**config.mk**
```make
export PLATFORM = sky130hd
export DESIGN_NAME = muldiv_unit_flat
export DESIGN_NICKNAME = d
export VERILOG_FILES = /design/src/rtl/muldiv_unit_if.sv /design/src/rtl/muldiv_unit.sv /design/src/flat_wrapper.sv
export SDC_FILE = /design/constraint.sdc
export NUM_CORES = 1
export LEC_CHECK = 0
export CORE_MARGIN = 2
export CORE_UTILIZATION = 55
export DETAILED_ROUTE_END_ITERATION = 7
export PLACE_DENSITY = 0.85
export SETUP_SLACK_MARGIN = 0.2
export SLEW_MARGIN = 20
export SYNTH_ARGS = -nofsm -noshare
export SYNTH_HDL_FRONTEND = slang
export SYNTH_SLANG_ARGS = --single-unit
```
**constraint.sdc**
```tcl
create_clock -name clk -period 10.8 [get_ports clk]
set_clock_uncertainty 0.2 [all_clocks]
set_input_delay 2.7 -clock clk [delete_from_list [all_inputs] [get_ports clk]]
set_output_delay 2.7 -clock clk [all_outputs]
set_load 0.02 [all_outputs]
```
**src/rtl/muldiv_unit_if.sv**
```systemverilog
// rtl/muldiv_unit_if.sv - Request/result bundle between the control unit and the multiply/divide unit
interface muldiv_unit_if #(
    parameter int WIDTH = 32
);
    logic             start;
    logic [1:0]       op;
    logic [WIDTH-1:0] rs_data;
    logic [WIDTH-1:0] rt_data;
    logic             wr_hi;
    logic             wr_lo;
    logic             busy;
    logic             done;
    logic [WIDTH-1:0] hi;
    logic [WIDTH-1:0] lo;

    modport master (
        output start, op, rs_data, rt_data, wr_hi, wr_lo,
        input  busy, done, hi, lo
    );

    modport slave (
        input  start, op, rs_data, rt_data, wr_hi, wr_lo,
        output busy, done, hi, lo
    );
endinterface

```
**src/rtl/muldiv_unit.sv**
```systemverilog
// rtl/muldiv_unit.sv - Iterative multiply/divide unit with HI/LO registers (divider enabled by MULDIV_DIV_EN)
module muldiv_unit #(
    parameter int WIDTH = 32
) (
    input  logic         clk,
    input  logic         rst,
    muldiv_unit_if.slave bus
);
    localparam int CW = $clog2(WIDTH);

    localparam logic [1:0] S_IDLE = 2'd0;
    localparam logic [1:0] S_RUN  = 2'd1;
    localparam logic [1:0] S_FIX  = 2'd2;

    logic [1:0]         state_q, state_d;
    logic [CW-1:0]      cnt_q, cnt_d;
    logic [2*WIDTH-1:0] acc_q, acc_d;
    logic [WIDTH-1:0]   opa_q, opa_d;
    logic [WIDTH-1:0]   opb_q, opb_d;
    logic               sign_a_q, sign_a_d;
    logic               sign_b_q, sign_b_d;
    logic [WIDTH-1:0]   hi_q, hi_d;
    logic [WIDTH-1:0]   lo_q, lo_d;
    logic               done_q, done_d;

    // Multiplier step: add the magnitude of rs into the upper half when the
    // current rt bit (LSB first) is set, then shift the whole accumulator right.
    logic [WIDTH:0]       mul_sum;
    logic [2*WIDTH-1:0]   mul_next;
    logic [2*WIDTH-1:0]   prod_fix;

    assign mul_sum  = {1'b0, acc_q[2*WIDTH-1:WIDTH]} + (opb_q[cnt_q] ? {1'b0, opa_q} : '0);
    assign mul_next = {mul_sum, acc_q[WIDTH-1:1]};
    assign prod_fix = (sign_a_q ^ sign_b_q) ? -acc_q : acc_q;

`ifdef MULDIV_DIV_EN
    // Divider step: upper half holds the partial remainder, lower half
    // collects quotient bits; dividend bits are consumed MSB first.
    logic               is_div_q, is_div_d;
    logic [WIDTH:0]     rem_shift;
    logic [WIDTH-1:0]   rem_sub;
    logic               div_ge;
    logic [2*WIDTH-1:0] div_next;
    logic [WIDTH-1:0]   quo_fix;
    logic [WIDTH-1:0]   rem_fix;
    logic [WIDTH-1:0]   rs_raw;
    logic               div_zero;

    assign rem_shift = {acc_q[2*WIDTH-1:WIDTH], opa_q[CW'(WIDTH-1) - cnt_q]};
    assign div_ge    = rem_shift >= {1'b0, opb_q};
    // Only taken when rem_shift >= divisor, so the result fits in WIDTH bits.
    assign rem_sub   = rem_shift[WIDTH-1:0] - opb_q;
    assign div_next  = {(div_ge ? rem_sub : rem_shift[WIDTH-1:0]), acc_q[WIDTH-2:0], div_ge};
    assign quo_fix   = (sign_a_q ^ sign_b_q) ? -acc_q[WIDTH-1:0] : acc_q[WIDTH-1:0];
    assign rem_fix   = sign_a_q ? -acc_q[2*WIDTH-1:WIDTH] : acc_q[2*WIDTH-1:WIDTH];
    // Original rs value recovered from magnitude and sign for divide-by-zero.
    assign rs_raw    = sign_a_q ? -opa_q : opa_q;
    assign div_zero  = (opb_q == '0);
`endif

    // Divide requests are answered immediately when the divider is not built.
    logic div_reject;
`ifdef MULDIV_DIV_EN
    assign div_reject = 1'b0;
`else
    assign div_reject = bus.op[1];
`endif

    // Next-state, datapath and HI/LO update logic.
    always_comb begin
        state_d  = state_q;
        cnt_d    = cnt_q;
        acc_d    = acc_q;
        opa_d    = opa_q;
        opb_d    = opb_q;
        sign_a_d = sign_a_q;
        sign_b_d = sign_b_q;
        hi_d     = hi_q;
        lo_d     = lo_q;
        done_d   = 1'b0;
`ifdef MULDIV_DIV_EN
        is_div_d = is_div_q;
`endif
        case (state_q)
            S_IDLE: begin
                if (bus.wr_hi) hi_d = bus.rs_data;
                if (bus.wr_lo) lo_d = bus.rs_data;
                if (bus.start && div_reject) begin
                    done_d = 1'b1;
                end else if (bus.start) begin
                    sign_a_d = bus.op[0] & bus.rs_data[WIDTH-1];
                    sign_b_d = bus.op[0] & bus.rt_data[WIDTH-1];
                    opa_d    = sign_a_d ? -bus.rs_data : bus.rs_data;
                    opb_d    = sign_b_d ? -bus.rt_data : bus.rt_data;
                    acc_d    = '0;
                    cnt_d    = '0;
`ifdef MULDIV_DIV_EN
                    is_div_d = bus.op[1];
`endif
                    state_d  = S_RUN;
                end
            end
            S_RUN: begin
`ifdef MULDIV_DIV_EN
                acc_d = is_div_q ? div_next : mul_next;
`else
                acc_d = mul_next;
`endif
                cnt_d = cnt_q + 1'b1;
                if (cnt_q == CW'(WIDTH - 1)) state_d = S_FIX;
            end
            S_FIX: begin
`ifdef MULDIV_DIV_EN
                if (is_div_q && div_zero) begin
                    hi_d = rs_raw;
                    lo_d = '1;
                end else if (is_div_q) begin
                    hi_d = rem_fix;
                    lo_d = quo_fix;
                end else begin
                    hi_d = prod_fix[2*WIDTH-1:WIDTH];
                    lo_d = prod_fix[WIDTH-1:0];
                end
`else
                hi_d = prod_fix[2*WIDTH-1:WIDTH];
                lo_d = prod_fix[WIDTH-1:0];
`endif
                done_d  = 1'b1;
                state_d = S_IDLE;
            end
            default: state_d = S_IDLE;
        endcase
    end

    // State registers; reset abandons any operation in flight.
    always_ff @(posedge clk or negedge rst) begin
        if (!rst) begin
            state_q  <= S_IDLE;
            cnt_q    <= '0;
            acc_q    <= '0;
            opa_q    <= '0;
            opb_q    <= '0;
            sign_a_q <= 1'b0;
            sign_b_q <= 1'b0;
            hi_q     <= '0;
            lo_q     <= '0;
            done_q   <= 1'b0;
`ifdef MULDIV_DIV_EN
            is_div_q <= 1'b0;
`endif
        end else begin
            state_q  <= state_d;
            cnt_q    <= cnt_d;
            acc_q    <= acc_d;
            opa_q    <= opa_d;
            opb_q    <= opb_d;
            sign_a_q <= sign_a_d;
            sign_b_q <= sign_b_d;
            hi_q     <= hi_d;
            lo_q     <= lo_d;
            done_q   <= done_d;
`ifdef MULDIV_DIV_EN
            is_div_q <= is_div_d;
`endif
        end
    end

    assign bus.busy = (state_q != S_IDLE);
    assign bus.done = done_q;
    assign bus.hi   = hi_q;
    assign bus.lo   = lo_q;
endmodule
```
**src/flat_wrapper.sv**
```systemverilog
// flat-port wrapper written by rule: the top's interface ports become plain ports
module muldiv_unit_flat 
#(
    parameter int WIDTH = 32
)
  (clk, rst, bus_start, bus_op, bus_rs_data, bus_rt_data, bus_wr_hi, bus_wr_lo, bus_busy, bus_done, bus_hi, bus_lo);
  muldiv_unit_if #(.WIDTH(WIDTH)) bus_i ();
  input  logic clk;
  input  logic rst;
  input wire logic [$bits(bus_i.start)-1:0] bus_start;
  input wire logic [$bits(bus_i.op)-1:0] bus_op;
  input wire logic [$bits(bus_i.rs_data)-1:0] bus_rs_data;
  input wire logic [$bits(bus_i.rt_data)-1:0] bus_rt_data;
  input wire logic [$bits(bus_i.wr_hi)-1:0] bus_wr_hi;
  input wire logic [$bits(bus_i.wr_lo)-1:0] bus_wr_lo;
  output wire logic [$bits(bus_i.busy)-1:0] bus_busy;
  output wire logic [$bits(bus_i.done)-1:0] bus_done;
  output wire logic [$bits(bus_i.hi)-1:0] bus_hi;
  output wire logic [$bits(bus_i.lo)-1:0] bus_lo;
  assign bus_i.start = bus_start;
  assign bus_i.op = bus_op;
  assign bus_i.rs_data = bus_rs_data;
  assign bus_i.rt_data = bus_rt_data;
  assign bus_i.wr_hi = bus_wr_hi;
  assign bus_i.wr_lo = bus_wr_lo;
  assign bus_busy = bus_i.busy;
  assign bus_done = bus_i.done;
  assign bus_hi = bus_i.hi;
  assign bus_lo = bus_i.lo;
  muldiv_unit #(.WIDTH(WIDTH)) u_core (.clk(clk), .rst(rst), .bus(bus_i));
endmodule
```
==> results by group, run 1 <==
Synth
  • Post-synth ARST share: 100.0%
  • Post-synth top cells: nand2_1, dfrtp_1, o21ai_0
  • Cell with the most instances after synthesis: nand2_1
  • Yosys warns: 0
  • Avg Synthesized Cell Area: just under 9 um2
  • Synthesized area: around 13,000 um2
  • Post-synth EDFFs: 0
  • Area contributors post-synth: dfrtp_1, o21ai_0, nand2_1
  • Flops & latches, synth: around 200
  • Sequential area share after synthesis: 39.23%
  • Synth top area share: between 30% and 40%
  • Post-Synthesis Cells: approximately 1,500
  • Post-synthesis net count: ~1,600
  • Most used flip-flop cell after synthesis: dfrtp_1
  • Cell accounting for the most synthesized area: dfrtp_1
  • Synth cell types: 74

Layout
  • Syn-to-layout area delta: 17.87%
  • # diodes: 0
  • Layout cells sized above 1: a little under 6%
  • Fill count: about 1,900
  • Final net count: about 1,700
  • Fin util: about two thirds

Critical path
  • Worst Setup Path Type: flop to flop
  • CP Capture Type: flop
  • Crit-path most repeated cell: nor2b_1
  • Worst Path Required: between 10 and 15 ns
  • CP arrival: around 5.7 ns
  • WP buf/inv: 2
  • Top Family by Delay on Critical Path: compound AO/OA/AOI/OAI gates
  • Startpoint class of the critical path: flop
  • Crit path max fanout: 32
  • Worst path cell trace: mux4_2, mux4_2, mux2i_2, buf_4, nor2b_1, ha_1, inv_1, fa_1, nor2b_1, o31ai_1, a2111oi_0, o311ai_0, nor2b_1, nor3_1, a211o_1
  • CP max-delay cell: o311ai_0
  • Max incr delay on CP: 0.74 ns

Clocking
  • CTS max path bufs: 3
  • # hold bufs at CTS: 0
  • H-tree depth: 1
  • CTS tree: yes
  • Post-CTS setup buffer count: 0
  • PostCTS Resize Cnt: 0
  • CTS Root Cell: clkbuf_16
  • CTS buffer count: 22
  • Reg clk slew, reported paths: about 0.06 ns
  • Worst skew pair latency: 0.53 ns
  • Clock Sinks: between 200 and 250

GRT
  • Vias in the first global route: roughly 12,000
  • Largest net degree at the start of global routing: between 100 and 150
  • First-pass GRT wire length: about 62,000 um
  • Gr ovfl total: 0
  • Met2 Resource Use GR: 50.81%
  • M3 GR Usage: 6.278%
  • Most Used Layer, Global Route: met2
  • All-Layer GR Usage: between 30 and 40%
  • Initial antenna violation count: 0
  • Met1 Usage GRT: ~43%

STA
  • Final worst-path cycle share: between 50% and 60%
  • Final setup viols: 0
  • Max Slew Vio Count: 0
  • Fmax achieved: around 180 MHz
  • Setup_tns: 0 ns
  • Least-Margin Pin Slew: roughly 0.97 ns
  • Final hold violation count: 0
  • RSZ-0062 raised after global routing: no
  • Slew headroom: between 30% and 40%
  • Tmin final: between 5 and 6 ns

Place
  • # port buffers: 136
  • HPWL Detailed: around 28,000 um
  • RePlAce Congestion: 0.9563

Route
  • Routed WL per cell: ~21 um
  • Vias: 12,098
  • Drt pass-1 iters: 5
  • Vias per Instance: between 6 and 7
  • Post-detailed-route count of antenna-violating nets: 0
  • Post-route DRC: 0
  • Total length of routed wires: 39,690 um
  • Drt first-iter violations: ~1,100

Floorplan
  • DIE AREA: roughly 25,000 um2
  • Initial core utilization: between 50% and 60%
  • Core Region: 23,260 um2
  • Die height: approximately 160 um
  • IO Pins: ~140
  • # rows: 56
  • Die W: ~160 um

Outcome
  • Status: completed

Min path
  • Min-delay worst type: flop to flop

Pwr
  • Power Density: roughly 340 nW/um2
  • Leakage power total: ~6.4 nW
  • Peak supply drop: between 0.0001 and 0.00015 V

Run
  • Maxcap violations: 0
-- final cells by class --
class / count / area (um2) / share of cell area [%]
sequential: 202 / 5055 / 33.28
multi-input combinational: 1169 / 7472 / 49.20
timing repair buffer: 149 / 1495 / 9.844
clock inverter: 5 / 36.28 / 0.2389
tap: 319 / 399.1 / 2.628
clock buffer: 33 / 651.9 / 4.292
inverter: 21 / 78.83 / 0.5190
-- routing by layer --
metal,vias to the layer above,wire (um)
met3,136,3637
met2,655,17840
met4,0,2032
met1,5780,16170
met5,-,0
li1,5527,-
-- final timing paths --
path | slack (ns) | from | end | cells after the start
worst max-delay path | 5.28 | u_core.cnt_q[0] | u_core.acc_q[63] | 15
worst min-delay path | 0.27 | u_core.opa_q[28] | u_core.opa_q[28] | 2
worst max register to register | 5.28 | u_core.cnt_q[0] | u_core.acc_q[63] | 15
worst min register to register | 0.27 | u_core.opa_q[28] | u_core.opa_q[28] | 2
max in group asynchronous | 6.96 | rst | u_core.acc_q[41] | 2
min in group asynchronous | 1.99 | rst | u_core.opa_q[15] | 1
-- sequential cells by signal (all words and copies together) (netlist names) --
signal and cells:
u_core.opa_q 32, u_core.sign_b_q 1, u_core.bus.done 1, u_core.acc_q 64
u_core.state_q 2, u_core.bus.hi 32, u_core.cnt_q 5, u_core.sign_a_q 1
u_core.opb_q 32, u_core.bus.lo 32
-- worst register-to-register path, stage by stage (launching register included) --
cell and delay [ns]:
dfrtp_1 0.70, mux4_2 0.59, mux4_2 0.48, mux2i_2 0.15
buf_4 0.37, nor2b_1 0.10, ha_1 0.21, inv_1 0.07
fa_1 0.20, nor2b_1 0.07, o31ai_1 0.55, a2111oi_0 0.37
o311ai_0 0.74, nor2b_1 0.29, nor3_1 0.07, a211o_1 0.26
-- stage by stage --
stage	worst slack [ns]	hold slack (ns)	area, um2	std cells	total power, W
2_1_floorplan	5.813	0.2309	12890	1482	0.003427
3_3_place_gp	5.155	0.2512	14450	1858	0.004269
3_5_place_dp	5.099	0.2624	14450	1858	0.004356
4_1_cts	5.369	0.2760	15140	1896	0.005101
5_1_grt	4.919	0.2933	15190	1898	0.005498
6_report	5.280	0.2736	15190	1898	0.005150
-- kinds of logic (layout without fill, tap and decap cells) --
logic type / count (synthesis) / count (layout) / share of synthesized area [%]
simple gates: 518 / 518 / 19.47
compound gates: 457 / 457 / 22.46
flops: 202 / 202 / 39.23
xor+xnor: 134 / 134 / 9.108
buf+inv: 111 / 208 / 3.282
fa+ha+maj: 38 / 38 / 3.748
mux: 22 / 22 / 2.709
-- power by group --
group	internal [W]	switching, W
Sequential	0.00112	0.000411
Combinational	0.00124	0.00164
Clock	0.000416	0.000311
Total	0.00278	0.00237
-- placed cells by master, fill, tap and decap left out, types with 8 or more instances in the layout --
| master | instances |
|---|---|
| or4_1 | 14 |
| nand4_1 | 8 |
| and2_1 | 12 |
| inv_1 | 21 |
| nor3_1 | 31 |
| o221ai_1 | 10 |
| and3_1 | 16 |
| a22oi_1 | 14 |
| mux4_2 | 10 |
| o21ai_0 | 167 |
| clkdlybuf4s50_1 | 135 |
| xor2_1 | 58 |
| o41ai_1 | 9 |
| clkbuf_16 | 22 |
| mux2i_1 | 8 |
| nand3_1 | 24 |
| xnor2_1 | 74 |
| nor2b_1 | 39 |
| nor4_1 | 16 |
| o31ai_1 | 26 |
| buf_4 | 11 |
| a22o_1 | 37 |
| or3_1 | 20 |
| a21oi_1 | 92 |
| dfrtp_1 | 202 |
| ha_1 | 37 |
| nand2_1 | 206 |
| a31oi_1 | 15 |
| nor2_1 | 95 |
| a21o_1 | 18 |
| nand2b_1 | 9 |
Note: power is estimated with default switching activity, not from simulation.
==> inputs of run 2 (changes only) <==
--- a/config.mk
+++ b/config.mk
@@ -6,9 +6,9 @@
 export NUM_CORES = 1
 export LEC_CHECK = 0
 export CORE_MARGIN = 2
-export CORE_UTILIZATION = 55
+export CORE_UTILIZATION = 52
 export DETAILED_ROUTE_END_ITERATION = 7
-export PLACE_DENSITY = 0.85
+export PLACE_DENSITY = 0.84
 export SETUP_SLACK_MARGIN = 0.2
 export SLEW_MARGIN = 20
 export SYNTH_ARGS = -nofsm -noshare
==> constraint.sdc (replaced) <==
create_clock -name clk -period 4.75 [get_ports clk]
set_clock_uncertainty 0.2 [all_clocks]
set_input_delay 1.1875 -clock clk [delete_from_list [all_inputs] [get_ports clk]]
set_output_delay 1.1875 -clock clk [all_outputs]
set_load 0.02 [all_outputs]
==> run 2 against run 1 <==
Net effect:
- worst hold slack got worse by 0.0051 ns
- cell count increased by 1.9%
- global-route usage decreased by 1.4 points
- highest routed layer is now met5
==> results by group, run 2 (same netlist as run 1, synthesis figures left out) <==
Outcome
  • Status: completed

Floorplan
  • Core Region: between 20,000 and 25,000 um2
  • Die W: ~160 um
  • # rows: 57
  • Die height: approximately 160 um
  • IO Pins: around 140
  • Initial core utilization: about 53%
  • DIE AREA: 26,060 um2

Critical path
  • CP Capture Type: flop
  • Worst Setup Path Type: flop to flop
  • CP arrival: ~4.8 ns
  • Worst Path Required: 5.00 ns
  • Crit path max fanout: 7
  • Startpoint class of the critical path: flop

Pwr
  • Clock power frac: a little over an eighth
  • Sequential power share: ~29%
  • Switching Share: a little under half
  • Switching power: approximately 0.0056 W
  • Peak supply drop: between 0.0003 and 0.0004 V
  • Leakage power total: 6.533 nW
  • Combinational Power Share: 57.7%
  • Power Density: 775.8 nW/um2
  • Internal power: 0.006546 W

Layout
  • Syn-to-layout area delta: 21.07%
  • Layout cells sized above 1: a little under a tenth
  • Fin cells: 1,934
  • Most frequent cells in the layout: nand2_1, dfrtp_1, o21ai_0, clkdlybuf4s50_1, nor2_1
  • # diodes: 0
  • Max reg flops: between 60 and 70
  • Reg with most FFs: u_core.acc_q
  • Final net count: 1,706
  • Commonest non-fill, non-tap cell in the layout: nand2_1
  • Fin util: roughly 64%

Run
  • Maxcap violations: 0

GRT
  • Vias in the first global route: around 12,000
  • First-pass GRT wire length: between 60,000 and 70,000 um
  • Largest net degree at the start of global routing: between 100 and 150
  • Initial antenna violation count: 2
  • Gr ovfl total: 0
  • All-Layer GR Usage: between 30% and 40%

STA
  • Final worst-path cycle share: between 90% and 100%
  • Max Slew Vio Count: 0
  • Least-Margin Pin Slew: a little under 0.9 ns
  • Setup ws final: between 0.2 and 0.3 ns
  • RSZ-0062 raised after global routing: yes
  • Tmin final: about 4.5 ns
  • Slew headroom: between 40% and 50%
  • Final hold violation count: 0
  • Final setup viols: 0
  • Fmax achieved: between 200 and 250 MHz

Min path
  • Min-delay worst type: flop to flop

Route
  • Routed WL per cell: 20.93 um
  • Post-route DRC: 0
  • Post-detailed-route count of antenna-violating nets: 0
  • Total length of routed wires: around 40,000 um
  • Vias per Instance: 6.330
  • Drt first-iter violations: 1,198
  • Vias: between 10,000 and 15,000
  • Drt pass-1 iters: 6

Clocking
  • Clock Sinks: 202
  • Worst skew pair latency: roughly 0.52 ns
  • H-tree depth: 1
  • CTS tree: yes
  • CTS buffer count: 22
  • CTS max path bufs: 3
  • Reg clk slew, reported paths: ~0.06 ns
  • CTS Root Cell: clkbuf_16

Place
  • HPWL Detailed: 29,680 um
  • RePlAce Congestion: approximately 1.0
  • # port buffers: approximately 140
  • Setup slack at placement: -0.1084 ns
  • Dpl cells: 1,894
run 2: power groups by stage:
stage	clock network [W]	logic, W	registers (W)
2_1_floorplan	0	0.00437	0.00343
3_3_place_gp	0	0.00642	0.00342
3_5_place_dp	0	0.00659	0.00346
4_1_cts	0.00166	0.00666	0.00343
5_1_grt	0.00173	0.00762	0.00356
6_report	0.00164	0.00698	0.00348
run 2: critical path: stages (launching register included):
cell       delay, ns
dfrtp_1         0.34
buf_4           0.17
mux4_2          0.51
mux4_2          0.52
mux2i_4         0.24
buf_6           0.18
buf_4           0.16
nor2b_1         0.06
ha_1            0.30
nand4_1         0.24
a2111oi_1       0.45
buf_4           0.20
or3_1           0.18
o32ai_1         0.11
or4_1           0.47
nand3_1         0.09
run 2: layout make-up:
cell class	instances	area (um2)
clock buffer	33	651.9
clock inverter	4	31.28
fill	1963	8718
inverter	21	78.83
multi-input combinational	1169	7627
sequential	202	5055
tap	324	405.4
timing repair buffer	181	1752
run 2: routing by layer:
metal	part of all wire (%)	wire [um]	GRT usage (%)
met4	4.8	1925	14.04
met1	40	16150	41.93
met3	11	4286	6.215
met5	0.020	8	0
met2	45	18120	47.86
run 2: path summary, 6_finish.rpt:
| kind | start | slack [ns] | depth (start not counted) | to |
|---|---|---|---|---|
| max in group asynchronous | rst | 2.77 | 2 | u_core.opb_q[13] |
| max | u_core.cnt_q[0] | 0.25 | 15 | u_core.acc_q[51] |
| min | u_core.opa_q[31] | 0.27 | 2 | u_core.opa_q[31] |
| min in group asynchronous | rst | 0.56 | 1 | u_core.acc_q[13] |
| min reg2reg | u_core.opa_q[31] | 0.27 | 2 | u_core.opa_q[31] |
| max reg2reg | u_core.cnt_q[0] | 0.25 | 15 | u_core.acc_q[51] |
run 2: through the flow:
step	total power, W	setup TNS, ns	area (um2)	hold WS [ns]
final	0.01210	0	15600	0.2685
after global routing	0.01291	0	15600	0.2960
after global placement	0.009840	0	14720	0.2443
after floorplan	0.007797	0	12890	0.2309
after CTS	0.01175	0	15420	0.2691
after detailed placement	0.01004	-0.1436	14720	0.2570
run 2: what timing repair did:
item	4_1_cts	5_1_grt
gates cloned	0	1
pin swaps	0	3
resized for setup	8	33
hold buffers	0	0
setup endpoints to repair	7	18
setup buffers	0	1
==> inputs of run 3 (changes only) <==
--- a/config.mk
+++ b/config.mk
@@ -6,9 +6,9 @@
 export NUM_CORES = 1
 export LEC_CHECK = 0
 export CORE_MARGIN = 2
-export CORE_UTILIZATION = 52
+export CORE_UTILIZATION = 30
 export DETAILED_ROUTE_END_ITERATION = 7
-export PLACE_DENSITY = 0.84
+export PLACE_DENSITY = 0.56
 export SETUP_SLACK_MARGIN = 0.2
 export SLEW_MARGIN = 20
 export SYNTH_ARGS = -nofsm -noshare
==> run 3 against run 2 <==
Net effect:
- worst hold slack worse by 0.0032 ns
- sequential cell count stayed put
- register-to-register slack better by 0.02 ns
- cell count is 12% higher
- total power is 5.1% higher
- count of clock-buffer cells in the layout is 4 higher
- utilization is 26 points lower
- via count is 3.1% lower
- non-clock buffer count is 14 higher
- sequential power hardly changed
- global-route usage is 12 points lower
- largest power group unchanged
==> results by group, run 3 (same netlist as run 1, synthesis figures left out) <==
Outcome
  • Status: completed

Clocking
  • CTS max path bufs: 3
  • # hold bufs at CTS: 0
  • CTS Root Cell: clkbuf_16
  • Worst skew pair latency: 0.54 ns
  • H-tree depth: 1
  • Reg clk slew, reported paths: around 0.070 ns
  • CTS buffer count: 24
  • CTS tree: yes
  • Clock Sinks: approximately 200

Pwr
  • Leakage power total: 6.651 nW
  • Power Density: ~790 nW/um2
  • Peak supply drop: 0.0003243 V

Place
  • HPWL Detailed: between 30,000 and 40,000 um
  • RePlAce Congestion: roughly 0.91
  • # port buffers: 136

Route
  • Post-route DRC: 0
  • Vias per Instance: approximately 5.5
  • Routed WL per cell: between 15 and 20 um
  • Vias: 11,868
  • Drt pass-1 iters: 5
  • Post-detailed-route count of antenna-violating nets: 0
  • Drt first-iter violations: around 1,100
  • Total length of routed wires: 43,260 um

STA
  • Final hold violation count: 0
  • RSZ-0062 raised after global routing: yes
  • Setup_tns: 0 ns
  • Max Slew Vio Count: 0
  • Tmin final: around 4.5 ns
  • Least-Margin Pin Slew: between 1 and 1.5 ns
  • Fmax achieved: around 220 MHz
  • Final setup viols: 0
  • Slew headroom: between 20% and 30%
  • Final worst-path cycle share: a little over nine tenths

Critical path
  • Crit path max fanout: 6
  • Worst Setup Path Type: flop to flop
  • Worst path cell trace: buf_12, mux4_2, mux4_2, mux2i_4, buf_12, nor2b_1, ha_1, inv_1, fa_1, nor2b_1, o31ai_2, buf_4, a21oi_1, o21ai_0, a21oi_1, or3_1, a32o_1
  • CP startpoint: u_core.cnt_q[0]
  • Reg2Reg Setup Slack: 0.27 ns
  • R2r startpoint: u_core.cnt_q[0]
  • CP arrival: roughly 4.7 ns
  • Worst Path Required: around 5 ns
  • CP max-delay cell: mux4_2
  • Max incr delay on CP: ~0.53 ns
  • CP Capture Type: flop
  • Startpoint class of the critical path: flop

Floorplan
  • IO Pins: 137
  • DIE AREA: about 45,000 um2
  • Die height: between 200 and 250 um
  • Die W: 211.3 um
  • Core Region: about 42,000 um2
  • # rows: 75
  • Initial core utilization: 30.58%

GRT
  • Met2 Resource Use GR: about 30%
  • All-Layer GR Usage: a little under a fifth
  • Initial antenna violation count: 0
  • M3 GR Usage: between 2 and 2.5%
  • Met1 Usage GRT: 28.25%
  • Most Used Layer, Global Route: met2
  • First-pass GRT wire length: approximately 67,000 um
  • Largest net degree at the start of global routing: 126
  • Vias in the first global route: between 10,000 and 15,000
  • Gr ovfl total: 0

Layout
  • # diodes: 0
  • Layout cells sized above 1: a little over a tenth
  • Reg with most FFs: u_core.acc_q
  • Fin util: 38.41%
  • Final net count: roughly 1,700
  • Most frequent cells in the layout: nand2_1, dfrtp_1, o21ai_0, clkdlybuf4s50_1, nor2_1
  • Storage element area: about 5000 um2
  • Commonest non-fill, non-tap cell in the layout: nand2_1
  • Multi-input gate area: roughly 7700 um2
  • Max reg flops: 64
  • Syn-to-layout area delta: 25.58%
  • Fill count: around 4,200

Min path
  • Hold_sp: u_core.opa_q[31]
  • Min-delay worst type: flop to flop

Run
  • Maxcap violations: 0
-- run 3: cell count changes in the layout (fill, tap and decap cells not counted), sizes merged --
cell      before  now
clkinvlp       0    1
clkbuf        34   39
buf           45   57
bufbuf         0    1
clkinv         4    3
-- run 3: metrics by stage --
stage          total power [W]  instance area, um2  setup WS [ns]  cells  hold WS, ns
6_report               0.01272               16180         0.2682   2167       0.2653
5_1_grt                0.01366               16180         0.1201   2167       0.3027
4_1_cts                0.01237               15880         0.1692   2160       0.2674
3_5_place_dp           0.01034               15070        -0.1540   2116       0.2519
3_3_place_gp           0.01025               15070       -0.02781   2116       0.2553
2_1_floorplan         0.007797               12890         0.2091   1482       0.2309
-- run 3: critical path: cells and delay by family, from the launching register on --
kind | cells | cell delay [ns]
AO/OA/AOI/OAI | 5 | 1.10
adder cells (fa/ha/maj) | 2 | 0.41
buffers and inverters | 4 | 0.57
flip-flops | 1 | 0.41
multiplexers | 3 | 1.22
AND/OR/NAND/NOR | 3 | 0.44
-- run 3: routing by layer --
metal  wire (um)  part of all wire, %
met5           0                    0
met4         995                  2.3
met3        2599                  6.0
met2       19430                   45
met1       20240                   47
-- run 3: timing repair --
action                                  4_1_cts  5_1_grt
resized for setup                            10       42
pin swaps                                     2       18
setup buffers                                 2        5
gates cloned                                  1        1
endpoints found under the setup margin       10       17
-- run 3: cell type report --
type                    instances  share of cell area (%)
multi-input cells            1169                   47.61
flip-flops and latches        202                   31.24
clock buffers                  37                   4.322
inverters                      21                  0.5026
repair buffers                195                   11.95
clock inverters                 4                  0.2088
well taps                     539                   4.167
-- run 3: path summary, 6_finish.rpt --
kind                                     to  cells after the start
max reg2reg                u_core.acc_q[41]                     17
min                        u_core.opa_q[31]                      2
max in group asynchronous  u_core.opa_q[20]                      2
min reg2reg                u_core.opa_q[31]                      2
min in group asynchronous  u_core.bus.lo[4]                      1
max                        u_core.acc_q[41]                     17
-- run 3: power by group --
group	switching, W	internal, W
clock	0.000764	0.00101
sequential	0.000934	0.00256
combinational	0.00408	0.00338
total	0.00578	0.00695
